**src/rtl/ex_stage.sv**
```systemverilog
// MIPS execute stage with EX/MEM pipeline register and an iterative unsigned
// multiply/divide unit that owns HI/LO and stalls dependent instructions.
module ex_stage #(
    parameter int MD_ITER = 32,
    parameter int ALUOP_W = 4
) (
    input  logic               clk,
    input  logic               reset,
    input  logic               ID_Valid,
    input  logic [ALUOP_W-1:0] ID_ALUOp,
    input  logic [2:0]         ID_MulDivOp,
    input  logic [31:0]        ID_OpA,
    input  logic [31:0]        ID_OpB,
    input  logic [31:0]        ID_WrData,
    input  logic               ID_RegWrite,
    input  logic               ID_MemRead,
    input  logic               ID_MemWrite,
    input  logic               ID_MemtoReg,
    input  logic [4:0]         ID_RegDest,
    input  logic               Flush,
    output logic               EX_RegWrite,
    output logic               EX_MemRead,
    output logic               EX_MemWrite,
    output logic               EX_MemtoReg,
    output logic [4:0]         EX_RegDest,
    output logic [31:0]        EX_ALUOut,
    output logic [31:0]        EX_WrData,
    output logic               EX_Stall
);

    localparam int CNT_W = $clog2(MD_ITER);

    if (MD_ITER != 32) begin : g_bad_iter
        $error("ex_stage: MD_ITER must be 32");
    end

    localparam logic [ALUOP_W-1:0] ALU_ADD  = ALUOP_W'(0);
    localparam logic [ALUOP_W-1:0] ALU_SUB  = ALUOP_W'(1);
    localparam logic [ALUOP_W-1:0] ALU_AND  = ALUOP_W'(2);
    localparam logic [ALUOP_W-1:0] ALU_OR   = ALUOP_W'(3);
    localparam logic [ALUOP_W-1:0] ALU_XOR  = ALUOP_W'(4);
    localparam logic [ALUOP_W-1:0] ALU_NOR  = ALUOP_W'(5);
    localparam logic [ALUOP_W-1:0] ALU_SLT  = ALUOP_W'(6);
    localparam logic [ALUOP_W-1:0] ALU_SLTU = ALUOP_W'(7);
    localparam logic [ALUOP_W-1:0] ALU_SLL  = ALUOP_W'(8);
    localparam logic [ALUOP_W-1:0] ALU_SRL  = ALUOP_W'(9);
    localparam logic [ALUOP_W-1:0] ALU_SRA  = ALUOP_W'(10);
    localparam logic [ALUOP_W-1:0] ALU_LUI  = ALUOP_W'(11);

    localparam logic [2:0] MD_NONE  = 3'd0;
    localparam logic [2:0] MD_MULTU = 3'd1;
    localparam logic [2:0] MD_DIVU  = 3'd2;
    localparam logic [2:0] MD_MFHI  = 3'd3;
    localparam logic [2:0] MD_MFLO  = 3'd4;

    typedef enum logic {IDLE, BUSY} state_t;

    state_t             state_q;
    logic [CNT_W-1:0]   cnt_q;
    logic [63:0]        acc_q, acc_d;
    logic [31:0]        opb_q;
    logic               div_q;
    logic [31:0]        hi_q, lo_q;

    logic [2:0]         md_op;
    logic               md_issue, md_any, md_start, load_bubble;
    logic signed [31:0] opa_s, opb_s;
    logic [4:0]         shamt;
    logic [31:0]        alu_res, ex_res;
    logic [32:0]        mul_sum, div_shift, div_sub;
    logic               div_ge;

    assign md_op    = (ID_MulDivOp > MD_MFLO) ? MD_NONE : ID_MulDivOp;
    assign md_issue = (md_op == MD_MULTU) || (md_op == MD_DIVU);
    assign md_any   = (md_op != MD_NONE);

    // Stall depends only on ID inputs and FSM state, never on EX_* outputs.
    assign EX_Stall    = ID_Valid & ~Flush & md_any & (state_q == BUSY);
    assign md_start    = ID_Valid & ~Flush & md_issue & ~EX_Stall & (state_q == IDLE);
    assign load_bubble = ~ID_Valid | Flush | EX_Stall | md_issue;

    assign opa_s = ID_OpA;
    assign opb_s = ID_OpB;
    assign shamt = ID_OpA[4:0];

    always_comb begin
        alu_res = '0;
        case (ID_ALUOp)
            ALU_ADD:  alu_res = ID_OpA + ID_OpB;
            ALU_SUB:  alu_res = ID_OpA - ID_OpB;
            ALU_AND:  alu_res = ID_OpA & ID_OpB;
            ALU_OR:   alu_res = ID_OpA | ID_OpB;
            ALU_XOR:  alu_res = ID_OpA ^ ID_OpB;
            ALU_NOR:  alu_res = ~(ID_OpA | ID_OpB);
            ALU_SLT:  alu_res = {31'd0, opa_s < opb_s};
            ALU_SLTU: alu_res = {31'd0, ID_OpA < ID_OpB};
            ALU_SLL:  alu_res = ID_OpB << shamt;
            ALU_SRL:  alu_res = ID_OpB >> shamt;
            ALU_SRA:  alu_res = opb_s >>> shamt;
            ALU_LUI:  alu_res = {ID_OpB[15:0], 16'h0000};
            default:  alu_res = '0;
        endcase
    end

    always_comb begin
        ex_res = alu_res;
        if (md_op == MD_MFHI) begin
            ex_res = hi_q;
        end else if (md_op == MD_MFLO) begin
            ex_res = lo_q;
        end
    end

    // acc holds {upper partial product, multiplier} for MULTU and
    // {partial remainder, dividend/quotient} for DIVU; both shift one bit per edge.
    always_comb begin
        mul_sum   = {1'b0, acc_q[63:32]} + {1'b0, (acc_q[0] ? opb_q : 32'd0)};
        div_shift = {acc_q[63:32], acc_q[31]};
        div_sub   = div_shift - {1'b0, opb_q};
        div_ge    = (div_shift >= {1'b0, opb_q});
        acc_d     = {mul_sum, acc_q[31:1]};
        if (div_q) begin
            if (div_ge) begin
                acc_d = {div_sub[31:0], acc_q[30:0], 1'b1};
            end else begin
                acc_d = {div_shift[31:0], acc_q[30:0], 1'b0};
            end
        end
    end

    always_ff @(posedge clk or posedge reset) begin
        if (reset) begin
            state_q <= IDLE;
            cnt_q   <= '0;
            acc_q   <= '0;
            opb_q   <= '0;
            div_q   <= 1'b0;
            hi_q    <= '0;
            lo_q    <= '0;
        end else begin
            case (state_q)
                IDLE: begin
                    if (md_start) begin
                        state_q <= BUSY;
                        cnt_q   <= '0;
                        acc_q   <= {32'd0, ID_OpA};
                        opb_q   <= ID_OpB;
                        div_q   <= (md_op == MD_DIVU);
                    end
                end
                BUSY: begin
                    acc_q <= acc_d;
                    if (cnt_q == CNT_W'(MD_ITER - 1)) begin
                        hi_q    <= acc_d[63:32];
                        lo_q    <= acc_d[31:0];
                        state_q <= IDLE;
                        cnt_q   <= '0;
                    end else begin
                        cnt_q <= cnt_q + 1'b1;
                    end
                end
                default: state_q <= IDLE;
            endcase
        end
    end

    // EX/MEM pipeline register; bubbles are fully zeroed.
    always_ff @(posedge clk or posedge reset) begin
        if (reset) begin
            EX_RegWrite <= 1'b0;
            EX_MemRead  <= 1'b0;
            EX_MemWrite <= 1'b0;
            EX_MemtoReg <= 1'b0;
            EX_RegDest  <= '0;
            EX_ALUOut   <= '0;
            EX_WrData   <= '0;
        end else if (load_bubble) begin
            EX_RegWrite <= 1'b0;
            EX_MemRead  <= 1'b0;
            EX_MemWrite <= 1'b0;
            EX_MemtoReg <= 1'b0;
            EX_RegDest  <= '0;
            EX_ALUOut   <= '0;
            EX_WrData   <= '0;
        end else begin
            EX_RegWrite <= ID_RegWrite;
            EX_MemRead  <= ID_MemRead;
            EX_MemWrite <= ID_MemWrite;
            EX_MemtoReg <= ID_MemtoReg;
            EX_RegDest  <= ID_RegDest;
            EX_ALUOut   <= ex_res;
            EX_WrData   <= ID_WrData;
        end
    end

endmodule

```
**config.mk**
```make
export PLATFORM = sky130hd
export DESIGN_NAME = ex_stage
export DESIGN_NICKNAME = d
export VERILOG_FILES = /design/src/rtl/ex_stage.sv
export SDC_FILE = /design/constraint.sdc
export NUM_CORES = 1
export LEC_CHECK = 0
export ABC_AREA = 0
export CAP_MARGIN = 20
export CORE_UTILIZATION = 55
export DETAILED_ROUTE_END_ITERATION = 8
export DONT_BUFFER_PORTS = 1
export GPL_TIMING_DRIVEN = 0
export HOLD_SLACK_MARGIN = 0.05
export PLACE_DENSITY_LB_ADDON = 0.1
export SKIP_CTS_REPAIR_TIMING = 1
export SKIP_LAST_GASP = 1
export SLEW_MARGIN = 20
export SYNTH_ARGS = -nofsm -noshare
export SYNTH_HDL_FRONTEND = slang
export SYNTH_SLANG_ARGS = --single-unit
export TNS_END_PERCENT = 1
```
**constraint.sdc**
```tcl
create_clock -name clk -period 21.9 [get_ports clk]
set_input_delay 2.19 -clock clk [delete_from_list [all_inputs] [get_ports clk]]
set_output_delay 2.19 -clock clk [all_outputs]
set_load 0.05 [all_outputs]
```
## Word level (Yosys, flattened, before mapping)

Index checks and enable logic that the tools add are counted.
W data, S select, Z words.

- Word-level logic and storage cells: 87
- Bits in registers: 240
- Output and inout port bits: 74

- Reductions and logical operators: 5
- Bitwise gates (word level): 17
- $add $sub $neg: 5
- Shift operators: 3
- $lt $le $gt $ge: 4
- Mux-type cells: 22
- Eq/ne operators: 17

Operator list:

| kind | count |
|---|---|
| $pmux W32 S12 | 1 |
| $mux W64 | 3 |
| $mux W32 | 5 |
| $pmux W64 S2 | 1 |
| $lt A32 B32 Y1 | 2 |
| $sub A32 B32 Y32 | 2 |
| $add A32 B32 Y33 | 1 |
| $ge A33 B32 Y1 | 1 |
| $add A32 B32 Y32 | 1 |
| $and A32 B32 Y32 | 1 |
| $not A32 Y32 | 1 |
| $or A32 B32 Y32 | 1 |
| $shl A32 B5 Y32 | 1 |
| $shr A32 B5 Y32 | 1 |
| $sshr A32 B5 Y32 | 1 |
| $xor A32 B32 Y32 | 1 |
| $eq A4 B3 Y1 const B | 4 |
| $eq A4 B4 Y1 const B | 4 |
| $mux W5 | 3 |
| $pmux W5 S2 | 1 |
| $eq A4 B2 Y1 const B | 2 |
| $and A1 B1 Y1 | 6 |
| $eq A3 B2 Y1 const B | 2 |
| $mux W1 | 6 |
| other kinds (15) | 21 |

## Longest topological paths before layout

- Depth after elaboration: 10
- Mapped depth: 17

## Worst setup path after synthesis

No wires, ideal clock.

- Path kind: input port to output port
- From: input port ID_MulDivOp[0]
- To: output port EX_Stall
- Setup slack: 15716 ps
- Required time: 19710 ps
- Data arrival time: 3994 ps
- Cell stages on the path: 7
- Cell sequence: nor2_1 and2_1 clkbuf_1 clkbuf_1 clkbuf_1 buf_1 o211a_1

- Word-level cells in the longest chain between the ends: 5

RTL lines:

| what | RTL line | text |
|---|---|---|
| from (decl) | 11 | `input logic [2:0] ID_MulDivOp,` |
| $gt A3 B3 Y1 | 73 | `assign md_op = (ID_MulDivOp > MD_MFLO) ? MD_NONE : ID_MulDivOp;` |
| $mux W3 (*) | 73 |  |
| $reduce_bool A3 Y1 (*) | 75 | `assign md_any = (md_op != MD_NONE);` |
| $and A1 B1 Y1 (*) (2 in a row) | 78 | `assign EX_Stall = ID_Valid & ~Flush & md_any & (state_q == BUSY);` |
| to (decl) | 28 | `output logic EX_Stall` |

Every way passes the cells marked *; elsewhere a longest branch is shown, timed or not.

## Worst setup path after layout

- From: input port ID_OpA[2]
- To: register EX_ALUOut[27]

- Word-level cells in the longest chain between the ends: 5

RTL lines:

| what | RTL line | text |
|---|---|---|
| from (decl) | 12 | `input logic [31:0] ID_OpA,` |
| $sub A32 B32 Y32, or another cell as far along | 90 | `ALU_SUB: alu_res = ID_OpA - ID_OpB;` |
| $pmux W32 S12 (*) | 88 | `case (ID_ALUOp)` |
| $mux W32 (*) | 109 | `end else if (md_op == MD_MFLO) begin` |
| $mux W32 (*) | 107 | `if (md_op == MD_MFHI) begin` |
| $mux W32 (*) | 177 | `end else if (load_bubble) begin` |
| to (signal assigned) | 191 | `EX_ALUOut <= ex_res;` |
| to (decl) | 26 | `output logic [31:0] EX_ALUOut,` |

Marks and branches as above.
A chain may end at the register's enable or synchronous reset.

==> impl_metrics.env <==
export IMPL_holdWs_ns=0.489
export IMPL_syn_num_nets=3189
export IMPL_synth_area_top_cells="dfrtp_1 (26%), ha_1 (9.1%), o21ai_0 (5.5%), nand2_1 (5.2%), a21oi_1 (4.5%)"
export IMPL_crit_required_ns=22.25
export IMPL_dieArea_um2=42900
export IMPL_grtUsageMet2_pct=72.9
export IMPL_rows=74
export IMPL_dr_pass1_iters=8
export IMPL_grt_pass1_wl_um=168000
export IMPL_ys_seq_area_share_pct=25.9
export IMPL_grt_overflow_total=0
export IMPL_max_freq_mhz=108
export IMPL_fin_worst_skew_ns=0.0144
export IMPL_rsz0062_at_grt="no"
export IMPL_cpMostUsedCell="o31ai_1"
export IMPL_postRouteAntennaNets=0
export IMPL_yosysTopAreaCell="dfrtp_1"
export IMPL_area_delta_synth_final_pct=6.71
export IMPL_grt_util_met3_pct=19.5
export IMPL_outcome="complete, no violations"
export IMPL_grt_start_max_net_pins=114
export IMPL_grt_pass1_vias=24626
export IMPL_crit_family="compound AO/OA/AOI/OAI gates"
export IMPL_place_hpwl_um=89500
export IMPL_cp_max_fo=10
export IMPL_final_net_count=3217
export IMPL_critPathCaptureType="register"
export IMPL_synthCells=2900
export IMPL_syn_area_per_cell_um2=7.99
export IMPL_grtUsageMet1_pct=68.3
export IMPL_remaining_drc_errors=0
export IMPL_routed_via_count=26487
export IMPL_numClockSinks=240
export IMPL_slowest_delay_ns=1.05
export IMPL_startpoint_type="primary input"
export IMPL_port_buffers=0
export IMPL_place_gp_congestion=1.19
export IMPL_path_buf_inv=5
export IMPL_wl_per_cell_um=33.7
export IMPL_worst_slew_pin_slew_ns=1.33
export IMPL_ios=190
export IMPL_relSlewSlack_pct=11.4
export IMPL_path_cells="buf_2, inv_1, buf_1, clkbuf_1, buf_1, ha_1, nor3_1, o31ai_1, a2111oi_0, o31ai_1, o31ai_1, a21oi_1, xnor2_1, a221oi_1, a2111oi_0"
export IMPL_antenna_found_initial=12
export IMPL_hp_class="reg2reg"
export IMPL_chipHeight_um=207
export IMPL_synth_edf_count=0
export IMPL_power_density_nw_per_um2=108
export IMPL_root_buffer="clkbuf_16"
export IMPL_leakagePower_nw=10.8
export IMPL_vdd_drop_max_mv=0.0991
export IMPL_finalWirelength_um=117000
export IMPL_clk_path_buf_depth=3
export IMPL_hold_viol=0
export IMPL_worst_path_max_delay_cell="o31ai_1"
export IMPL_layout_min_cycle_time_ns=9.27
export IMPL_vias_per_cell=7.61
export IMPL_setup_tns_ns=0
export IMPL_htreeDepth=1
export IMPL_coreArea_um2=41200
export IMPL_finalSetupViolCount=0
export IMPL_tritoncts="yes"
export IMPL_ys_ff_latch=240
export IMPL_synthTopCellsByCount="nand2_1 (321), o21ai_0 (256), dfrtp_1 (240), a21oi_1 (208), nor2_1 (204)"
export IMPL_clock_latency_ns=0.57
export IMPL_critPathArrivalTime_ns=9.62
export IMPL_max_cap_viol_count=0
export IMPL_fillers=3624
export IMPL_cts_clk_slew_worst_paths_ns=0.07
export IMPL_yosysMostFrequentCell="nand2_1"
export IMPL_synth_area_um2=23200
export IMPL_grtUsageTotal_pct=53.1
export IMPL_first_iter_violations=4850
export IMPL_async_flop_share_pct=100
export IMPL_yosysTopAreaCellShare_pct=25.9
export IMPL_drive_above_1_share_pct=6.28
export IMPL_ys_warnings_count=0
export IMPL_ys_types=85
export IMPL_crit_type="in2reg"
export IMPL_cts_made_buffers=23
export IMPL_die_w_um=207
export IMPL_drv_slew=0
export IMPL_grt_busiest_layer="met2"
export IMPL_initial_utilization_pct=56.2
export IMPL_synth_main_ff_cell="dfrtp_1"
export IMPL_min_period_over_period_pct=42.3
## cell type report
class	count	area, um^2	share of cell area [%]
Timing Repair Buffer	3	62.6	0.253
Sequential cell	240	6010	24.3
Tap cell	532	666	2.69
Inverter	154	586	2.37
Buffer	211	827	3.35
Clock buffer	34	687	2.78
Antenna cell	3	7.51	0.0304
Clock inverter	8	103	0.415
Multi-Input combinational cell	2295	15800	63.8
## where the power goes
group	total [mW]	internal [mW]	switching, mW
combinational	1.55	0.545	1.00
clock	0.431	0.234	0.197
sequential	0.681	0.549	0.132
## flip-flops by register name, summed over array words and instances, names as in the netlist
name and cells:
cnt_q 5, EX_MemWrite 1, EX_ALUOut 32, state_q 1
opb_q 32, acc_q 64, EX_MemRead 1, EX_MemtoReg 1
EX_RegWrite 1, lo_q 32, div_q 1, EX_WrData 32
EX_RegDest 5, hi_q 32
## worst register-to-register path: cells and delay by family (launching register included)
family / cells / cell delay, ns
xor gates and xnor gates: 1 / 0.14
adders and majority gates: 1 / 0.24
and+or+nand+nor: 1 / 0.18
DFF: 1 / 0.49
AOI/OAI and AO/OA: 7 / 3.39
buffers and inverters: 2 / 0.51
## per-stage QoR
step | setup slack, ns | instances | area (um^2) | power (mW) | util (%)
3_3_place_gp | 11.08 | 3432 | 23800 | 2.07 | 57.8
2_1_floorplan | 13.12 | 2900 | 23200 | 1.67 | -
6_report | 12.63 | 3480 | 24700 | 2.66 | 60.0
3_5_place_dp | 12.83 | 3435 | 23900 | 2.12 | 58.0
4_1_cts | 13.36 | 3477 | 24700 | 2.56 | 59.9
5_1_grt | 13.07 | 3477 | 24700 | 2.76 | 60.0
## final timing paths
| check | startpoint | to | slack, ns | depth (start not counted) |
|---|---|---|---|---|
| worst max-delay path | ID_OpA[2] | EX_ALUOut[27] | 12.63 | 15 |
| worst min-delay path | lo_q[2] | lo_q[2] | 0.49 | 2 |
| worst max register to register | acc_q[0] | hi_q[20] | 16.81 | 12 |
| worst min register to register | lo_q[2] | lo_q[2] | 0.49 | 2 |
| max in group asynchronous | reset | opb_q[15] | 19.59 | 2 |
| min in group asynchronous | reset | lo_q[17] | 1.44 | 1 |
## routing by layer
layer  vias to the layer above  wire length (um)  share of wire (%)
met5                         -                12              0.010
met4                         2             10700                9.1
met3                       567             19400                 17
met2                      2605             45500                 39
met1                     12589             41800                 36
li1                      10724                 -                  -
## cell families (layout without fill, tap and decap cells)
logic type / after synthesis / after routing / synth area share, %
xor gates and xnor gates: 54 / 54 / 2.04
muxes: 189 / 189 / 10.7
and+or+nand+nor: 928 / 928 / 19.2
DFF: 240 / 240 / 25.9
adders and majority gates: 173 / 173 / 9.47
other: 0 / 3 / 0
AOI/OAI and AO/OA: 951 / 951 / 26.6
buffers and inverters: 365 / 410 / 6.07
## layout by cell type (no fill, tap or decap), types with 43 or more instances in the layout
| cell | count |
|---|---|
| mux2_2 | 43 |
| a21oi_1 | 208 |
| ha_1 | 169 |
| o21ai_0 | 256 |
| nand3_1 | 66 |
| o221ai_1 | 49 |
| nor3_1 | 53 |
| a31oi_1 | 54 |
| dfrtp_1 | 240 |
| clkbuf_1 | 176 |
| mux2i_1 | 103 |
| inv_1 | 151 |
| nor2_1 | 204 |
| nand2_1 | 321 |
| and2_1 | 84 |
| a21o_1 | 55 |
Note: power is estimated with default switching activity, not from simulation.
